## config.mk

```make
export PLATFORM = sky130hd
export DESIGN_NAME = wb_dma_master
export DESIGN_NICKNAME = d
export VERILOG_FILES = /design/src/rtl/wb_dma_master.sv
export SDC_FILE = /design/constraint.sdc
export NUM_CORES = 1
export LEC_CHECK = 0
export CAP_MARGIN = 5
export CELL_PAD_IN_SITES_DETAIL_PLACEMENT = 1
export CELL_PAD_IN_SITES_GLOBAL_PLACEMENT = 1
export CORE_MARGIN = 2
export CORE_UTILIZATION = 33
export CTS_CLUSTER_SIZE = 25
export DETAILED_ROUTE_END_ITERATION = 8
export PLACE_DENSITY = 0.88
export SLEW_MARGIN = 30
export SYNTH_ARGS = -nofsm -noshare
export SYNTH_HDL_FRONTEND = slang
export SYNTH_SLANG_ARGS = --single-unit
```

## constraint.sdc

```tcl
create_clock -name clk -period 2.7 [get_ports clk]
set_input_delay 0.27 -clock clk [delete_from_list [all_inputs] [get_ports clk]]
set_output_delay 0.27 -clock clk [all_outputs]
set_load 0.01 [all_outputs]
```

## src/rtl/wb_dma_master.sv

```systemverilog
// wb_dma_master: Wishbone classic-cycle read master that copies a block of 32-bit words
// from Wishbone space into the accelerator SRAM through the memory-controller client port.
//
// Ports:
//   clk, reset             system clock, synchronous active-high reset
//   start                  one-cycle transfer request (sampled only when idle)
//   src_addr               Wishbone byte address of the first word (bits [1:0] ignored)
//   dst_addr               SRAM word address of the first word
//   length                 number of words to copy (0 gives an immediate done)
//   busy, done, err        status: transfer active, end-of-transfer pulse, sticky error
//   wbm_*                  Wishbone classic master interface (read-only)
//   mem_op, mem_addr,      memory-controller request (2'b11 write, 2'b00 none)
//   mem_data, mem_opdone   and its completion strobe
module wb_dma_master #(
   parameter int unsigned SRAM_AW = 8,
   parameter int unsigned LEN_W   = 9,
   parameter int unsigned TIMEOUT = 255
) (
   input  logic               clk,
   input  logic               reset,
   input  logic               start,
   input  logic [31:0]        src_addr,
   input  logic [SRAM_AW-1:0] dst_addr,
   input  logic [LEN_W-1:0]   length,
   output logic               busy,
   output logic               done,
   output logic               err,
   output logic               wbm_cyc_o,
   output logic               wbm_stb_o,
   output logic               wbm_we_o,
   output logic [3:0]         wbm_sel_o,
   output logic [31:0]        wbm_adr_o,
   input  logic [31:0]        wbm_dat_i,
   input  logic               wbm_ack_i,
   input  logic               wbm_err_i,
   output logic [1:0]         mem_op,
   output logic [SRAM_AW-1:0] mem_addr,
   output logic [31:0]        mem_data,
   input  logic               mem_opdone
);

   localparam int unsigned TW = (TIMEOUT > 1) ? $clog2(TIMEOUT + 1) : 1;

   localparam logic [1:0] MemOpNone  = 2'b00;
   localparam logic [1:0] MemOpWrite = 2'b11;

   typedef enum logic [1:0] {StIdle, StWbReq, StMemWr, StDone} state_e;

   state_e             state_q;
   logic [31:0]        src_ptr_q;
   logic [SRAM_AW-1:0] dst_ptr_q;
   logic [LEN_W-1:0]   rem_q;
   logic [TW-1:0]      tmo_q;
   logic               busy_q;
   logic               done_q;
   logic               err_q;
   logic               cyc_q;
   logic [1:0]         mem_op_q;
   logic [31:0]        mem_data_q;

   always_ff @(posedge clk) begin
      if (reset) begin
         state_q    <= StIdle;
         src_ptr_q  <= '0;
         dst_ptr_q  <= '0;
         rem_q      <= '0;
         tmo_q      <= '0;
         busy_q     <= 1'b0;
         done_q     <= 1'b0;
         err_q      <= 1'b0;
         cyc_q      <= 1'b0;
         mem_op_q   <= MemOpNone;
         mem_data_q <= '0;
      end else begin
         done_q <= 1'b0;
         unique case (state_q)
            StIdle: begin
               if (start) begin
                  err_q <= 1'b0;
                  if (length != '0) begin
                     src_ptr_q <= {src_addr[31:2], 2'b00};
                     dst_ptr_q <= dst_addr;
                     rem_q     <= length;
                     tmo_q     <= '0;
                     busy_q    <= 1'b1;
                     cyc_q     <= 1'b1;
                     state_q   <= StWbReq;
                  end else begin
                     // Empty transfer: report completion without touching either bus.
                     done_q  <= 1'b1;
                     state_q <= StDone;
                  end
               end
            end
            StWbReq: begin
               // Slave error beats ack; a late ack on the final timeout cycle still counts.
               if (wbm_err_i) begin
                  err_q   <= 1'b1;
                  cyc_q   <= 1'b0;
                  busy_q  <= 1'b0;
                  done_q  <= 1'b1;
                  state_q <= StDone;
               end else if (wbm_ack_i) begin
                  cyc_q      <= 1'b0;
                  mem_op_q   <= MemOpWrite;
                  mem_data_q <= wbm_dat_i;
                  state_q    <= StMemWr;
               end else if (tmo_q == TW'(TIMEOUT - 1)) begin
                  err_q   <= 1'b1;
                  cyc_q   <= 1'b0;
                  busy_q  <= 1'b0;
                  done_q  <= 1'b1;
                  state_q <= StDone;
               end else begin
                  tmo_q <= tmo_q + TW'(1);
               end
            end
            StMemWr: begin
               // mem_opdone is shared with other clients, so only trust it while we request.
               if (mem_opdone && (mem_op_q != MemOpNone)) begin
                  mem_op_q  <= MemOpNone;
                  src_ptr_q <= src_ptr_q + 32'd4;
                  dst_ptr_q <= dst_ptr_q + SRAM_AW'(1);
                  rem_q     <= rem_q - LEN_W'(1);
                  if (rem_q > LEN_W'(1)) begin
                     tmo_q   <= '0;
                     cyc_q   <= 1'b1;
                     state_q <= StWbReq;
                  end else begin
                     busy_q  <= 1'b0;
                     done_q  <= 1'b1;
                     state_q <= StDone;
                  end
               end
            end
            StDone: begin
               state_q <= StIdle;
            end
            default: begin
               state_q <= StIdle;
            end
         endcase
      end
   end

   assign busy      = busy_q;
   assign done      = done_q;
   assign err       = err_q;
   assign wbm_cyc_o = cyc_q;
   assign wbm_stb_o = cyc_q;
   assign wbm_we_o  = 1'b0;
   assign wbm_sel_o = 4'hF;
   assign wbm_adr_o = src_ptr_q;
   assign mem_op    = mem_op_q;
   assign mem_addr  = dst_ptr_q;
   assign mem_data  = mem_data_q;

endmodule

```

# [Yosys cells after proc, flatten, opt, wreduce, memory -nomap -nowiden]
# Index checks and enable logic that the tools add are counted.
[totals] ff_bits=97 in_bits=87
[classes] addsub=4 magnitude_cmp=1 eq_ne=16 muxes=58 bitwise_logic=1 reduce_logical=16
[ops] operator="32-bit two-way mux" n=3
[ops] operator="8-bit two-way mux" n=10
[ops] operator="32-bit case mux with 2 select lines" n=1
[ops] operator="32-bit by 3-bit adder with 32-bit output (second input constant)" n=1
[ops] operator="9-bit two-way mux" n=3
[ops] operator="8-bit case mux with 3 select lines" n=1
[ops] operator="1-bit two-way mux" n=22
[ops] operator="2-bit two-way mux" n=10
[ops] operator="2-bit inequality test (second input constant)" n=9
[ops] operator="9-bit case mux with 2 select lines" n=1
[ops] operator="8-bit by 1-bit adder with 8-bit output (second input constant)" n=2
[ops] operator="8-bit case mux with 2 select lines" n=1
[ops] operator="4-bit AND reduction" n=3
[ops] operator="9-bit by 1-bit > comparator with 1-bit output (second input constant)" n=1
[ops] operator="1-bit case mux with 3 select lines" n=3
[ops] operator="9-bit nonzero test" n=1
[ops] operator="9-bit by 1-bit subtractor with 9-bit output (second input constant)" n=1
[ops] operator="8-bit equality test (second input constant)" n=1
[ops] operator="2-bit case mux with 4 select lines" n=1
[ops] operator="8-bit AND reduction" n=1
[ops] operator="2-bit nonzero test" n=4
[ops] operator="7-bit AND reduction" n=1
[ops] operator="3-bit inequality test (second input constant)" n=2
[ops] operator="3-bit AND reduction" n=2
[ops] operator="other kinds (10)" n=11

# [Longest topological paths before layout]
[logic_depth] ltp_word=5 ltp_mapped=9

# [Worst setup path before layout]
# Ideal clock, no wire load.
[synth_path] kind="reg-to-reg" from="reg state_q[0]" to="reg tmo_q[3]" setup_time_ps=70 arrival_time_ps=1914 t_required_ps=2630 path_slack_ps=716 stages_incl_launch_ff=8 path_buffers=0 path_cell_list="dfxtp_1 inv_1 ha_1 nor2b_4 or3_1 nand4bb_1 or3_1 a21oi_1"
[synth_via] elab_chain_len=3
[synth_rtl] item="start, declared" line="49" text="state_e state_q;"
[synth_rtl] item="start signal, assigned" line="63" text="state_q <= StIdle;"
[synth_rtl] item="start signal, assigned" line="87" text="state_q <= StWbReq;"
[synth_rtl] item="start signal, assigned" line="91" text="state_q <= StDone;"
[synth_rtl] item="2-bit equality test, or another cell as far along" line="76" text="unique case (state_q)"
[synth_rtl] item="2-bit inequality test (no line) or 3-bit nonzero test (tied branches)"
[synth_rtl] item="8-bit AND reduction (no line)"
[synth_rtl] item="end signal, assigned" line="115" text="tmo_q <= tmo_q + TW'(1);"
[synth_rtl] item="end, declared" line="53" text="logic [TW-1:0] tmo_q;"
# Several ways; a longest one is shown, not always the timed one.
# A chain may end at the register's enable or synchronous reset.

# [Final worst setup path]
[layout_path] from="reg state_q[0]" to="reg dst_ptr_q[6], in the netlist mem_addr[6]"
[layout_via] elab_chain_len=3
[layout_rtl] item="2-bit equality test or 2-bit logical NOT (tied branches)" line="76"
[layout_rtl] item="2-bit inequality test (no line) or 2-bit nonzero test (tied branches)"
[layout_rtl] item="4-bit AND reduction (no line)"
[layout_rtl] item="end signal, assigned" line="82" text="dst_ptr_q <= dst_addr;"
[layout_rtl] item="end signal, assigned" line="123" text="dst_ptr_q <= dst_ptr_q + SRAM_AW'(1);"
[layout_rtl] item="end, declared" line="51" text="logic [SRAM_AW-1:0] dst_ptr_q;"
# Several ways; a longest one is shown, not always the timed one.

==> impl_metrics.env <==
export IMPL_cts_buffer_depth=2
export IMPL_ys_seq_area_share_pct=36.7
export IMPL_worstPathCellList="inv_1 -> ha_2 -> buf_4 -> clkinv_2 -> o41ai_1 -> nand2_1 -> a21oi_1"
export IMPL_gr_usage_all_layers_pct=20.8
export IMPL_pwr_share_seq_pct=32.3
export IMPL_drv_cap=0
export IMPL_path_class="reg2reg"
export IMPL_wl_per_cell_um=17.4
export IMPL_synth_top_family_by_area="simple AND/OR/NAND/NOR gates"
export IMPL_synth_adder_area_share_pct=2.44
export IMPL_tns_ns=0
export IMPL_worstHoldPathType="in2reg"
export IMPL_io_buffers=161
export IMPL_syn_area_sq_mm=0.00513
export IMPL_start_kind="register"
export IMPL_avgSynthCellArea_sq_um=7.63
export IMPL_period_needed_ns=2.41
export IMPL_layoutNonFillerInstCount=1003
export IMPL_die_width_um=129
export IMPL_drtIter0Drc=283
export IMPL_antenna_found_initial=0
export IMPL_ant_nets=0
export IMPL_fmax_mhz=415
export IMPL_syn_inst=672
export IMPL_drt_total_wl_mm=17.5
export IMPL_drt_pass1_iter_count=5
export IMPL_post_synth_num_cell_types=69
export IMPL_swShare_pct=42.6
export IMPL_drc=0
export IMPL_post_dp_hpwl_mm=12.4
export IMPL_area_delta_synth_final_pct=39.0
export IMPL_p_switching_mw=2.92
export IMPL_fp_row_count=45
export IMPL_endpoint_kind="register"
export IMPL_insertion_delay_ns=0.36
export IMPL_synth_seq_cells=94
export IMPL_grt_pass1_vias=5542
export IMPL_peakVddDrop_mv=0.522
export IMPL_grt_max_degree=56
export IMPL_synthMostInstantiatedCell="nand2_1"
export IMPL_synthMuxAreaShare_pct=1.05
export IMPL_cts_buffers=9
export IMPL_post_cts_buffers=0
export IMPL_status="completed"
export IMPL_p_comb_share_pct=48.1
export IMPL_max_stage_delay_ns=0.64
export IMPL_clkPwrFrac_pct=19.6
export IMPL_required_ns=2.98
export IMPL_num_antenna_cells=0
export IMPL_p_leak_nw=2.37
export IMPL_grt_overflow=0
export IMPL_cts_hold_buf=0
export IMPL_cp_slowest_cell="clkinv_2"
export IMPL_fin_skew_ns=0.0141
export IMPL_clk_pin_slew_ns=0.07
export IMPL_post_route_cell_area_sq_mm=0.00713
export IMPL_slew_headroom_pct=46.5
export IMPL_die_h_um=129
export IMPL_placed_cells=987
export IMPL_cp_max_fo=55
export IMPL_pwr_density_cell_mw_per_mm2=961
export IMPL_grt_pass1_wl_mm=27.9
export IMPL_setup_viol=0
export IMPL_fillers=1835
export IMPL_ys_warn_count=0
export IMPL_synth_compound_area_share_pct=25.1
export IMPL_hold_viol_final=0
export IMPL_yosys_top_cells_count="nand2_1 (121), dfxtp_1 (94), a21oi_1 (84)"
export IMPL_drv_slew=0
export IMPL_arrival_ns=2.70
export IMPL_rsz0062_at_grt="false"
export IMPL_placed_cell_area_sq_mm=0.00682
export IMPL_routed_via_density=5.53
export IMPL_core_sq_mm=0.0152
export IMPL_synthSimpleGateAreaFrac_pct=27.6
export IMPL_synth_top_area_share_pct=36.7
export IMPL_cts_tree="yes"
export IMPL_synth_area_leaders="dfxtp_1 (37%), nand2_1 (8.9%), a21oi_1 (8.2%)"
export IMPL_h_tree_depth=3
export IMPL_fin_crit_sh_pct=89.3
export IMPL_cts_sinks=94
export IMPL_worst_pin_slew_ns=0.802
export IMPL_root_buffer="clkbuf_16"
export IMPL_total_power_mw=6.85
export IMPL_synth_xor_area_share_pct=0.171
export IMPL_synth_edf_count=0
export IMPL_synthFlopType="dfxtp_1"
export IMPL_post_cts_resized=0
export IMPL_drive_above_1_share_pct=6.63
export IMPL_yosys_area_top_type="dfxtp_1"
export IMPL_final_nets=907
export IMPL_start_util_pct=33.7
export IMPL_gp_congestion=0.820
export IMPL_design_die_area_sq_mm=0.0166
export IMPL_vias=5551
export IMPL_io_pins=171
export IMPL_p_int_mw=3.93
export IMPL_synthArstFlopShare_pct=0
-- layer usage --
| metal | track usage [%] | share of wire, % |
|---|---|---|
| met3 | 4.74 | 5.5 |
| met2 | 35.6 | 49 |
| met1 | 26.4 | 45 |
| met4 | 5.43 | 1.2 |
| met5 | 0 | 0 |
-- cell families (layout without fill, tap and decap cells) --
family          count (synthesis)  after routing
mux                             5              5
simple gates                  282            282
compound gates                209            209
buf+inv                        69            207
flops                          94             94
fa+ha+maj                      10             10
xor+xnor                        1              1
other cells                     2              7
-- sequential cells by signal (all words and copies together) (netlist names) --
| register | flops |
|---|---|
| err | 1 |
| tmo_q | 8 |
| mem_addr | 8 |
| wbm_cyc_o | 1 |
| mem_data | 32 |
| done | 1 |
| wbm_adr_o | 30 |
| rem_q | 9 |
| busy | 1 |
| state_q | 2 |
| mem_op | 1 |
-- critical path, delay by kind of cell (launching register included) --
kind	cells	cell delay, ns
AO/OA/AOI/OAI	2	0.72
adder cells (fa/ha/maj)	1	0.18
buffers and inverters	3	0.96
flip-flops	1	0.34
AND/OR/NAND/NOR	1	0.11
-- area by class of cell --
cell class	instances	area [sq um]	share of cell area (%)
clock inverter	5	63.8	0.895
sequential	94	1880	26.4
tap	188	235	3.30
multi-input combinational	514	2930	41.1
clock buffer	11	243	3.41
inverter	15	57.6	0.807
timing repair buffer	176	1720	24.1
-- path summary, 6_finish.rpt --
path | startpoint | endpoint | slack [ns] | depth (start not counted)
setup / recovery | state_q[0] | mem_addr[6] | 0.29 | 7
hold / removal | reset | mem_op[0] | 0.40 | 2
setup reg to reg | state_q[0] | mem_addr[6] | 0.29 | 7
hold reg to reg | mem_data[2] | mem_data[2] | 0.46 | 2
-- cell usage in the layout, fill, tap and decap left out, types with 10 or more instances in the layout --
cell	n
nor2b_1	10
buf_4	15
a21oi_1	84
nor2_1	36
dfxtp_1	94
nor3_1	13
nand2_1	121
clkdlybuf4s50_1	160
nand3_1	28
o21ai_0	43
nand4_1	16
inv_1	14
nor4_1	10
a211oi_1	16
-- per-stage QoR --
step	setup WS, ns	util [%]	hold WS (ns)
after floorplan	0.716	-	0.381
after global placement	0.283	44.9	0.440
after detailed placement	0.242	44.9	0.447
after CTS	0.325	46.9	0.391
after global routing	0.0647	46.9	0.428
final	0.290	46.9	0.398
-- power groups by stage --
stage	logic, mW	registers, mW	clock network [mW]
floorplan	2.00	2.24	0
global placement	3.17	2.22	0
detailed placement	3.27	2.24	0
CTS	3.30	2.21	1.37
global route	3.62	2.28	1.44
finish	3.29	2.21	1.35
Power figures use the tool's default switching activity.
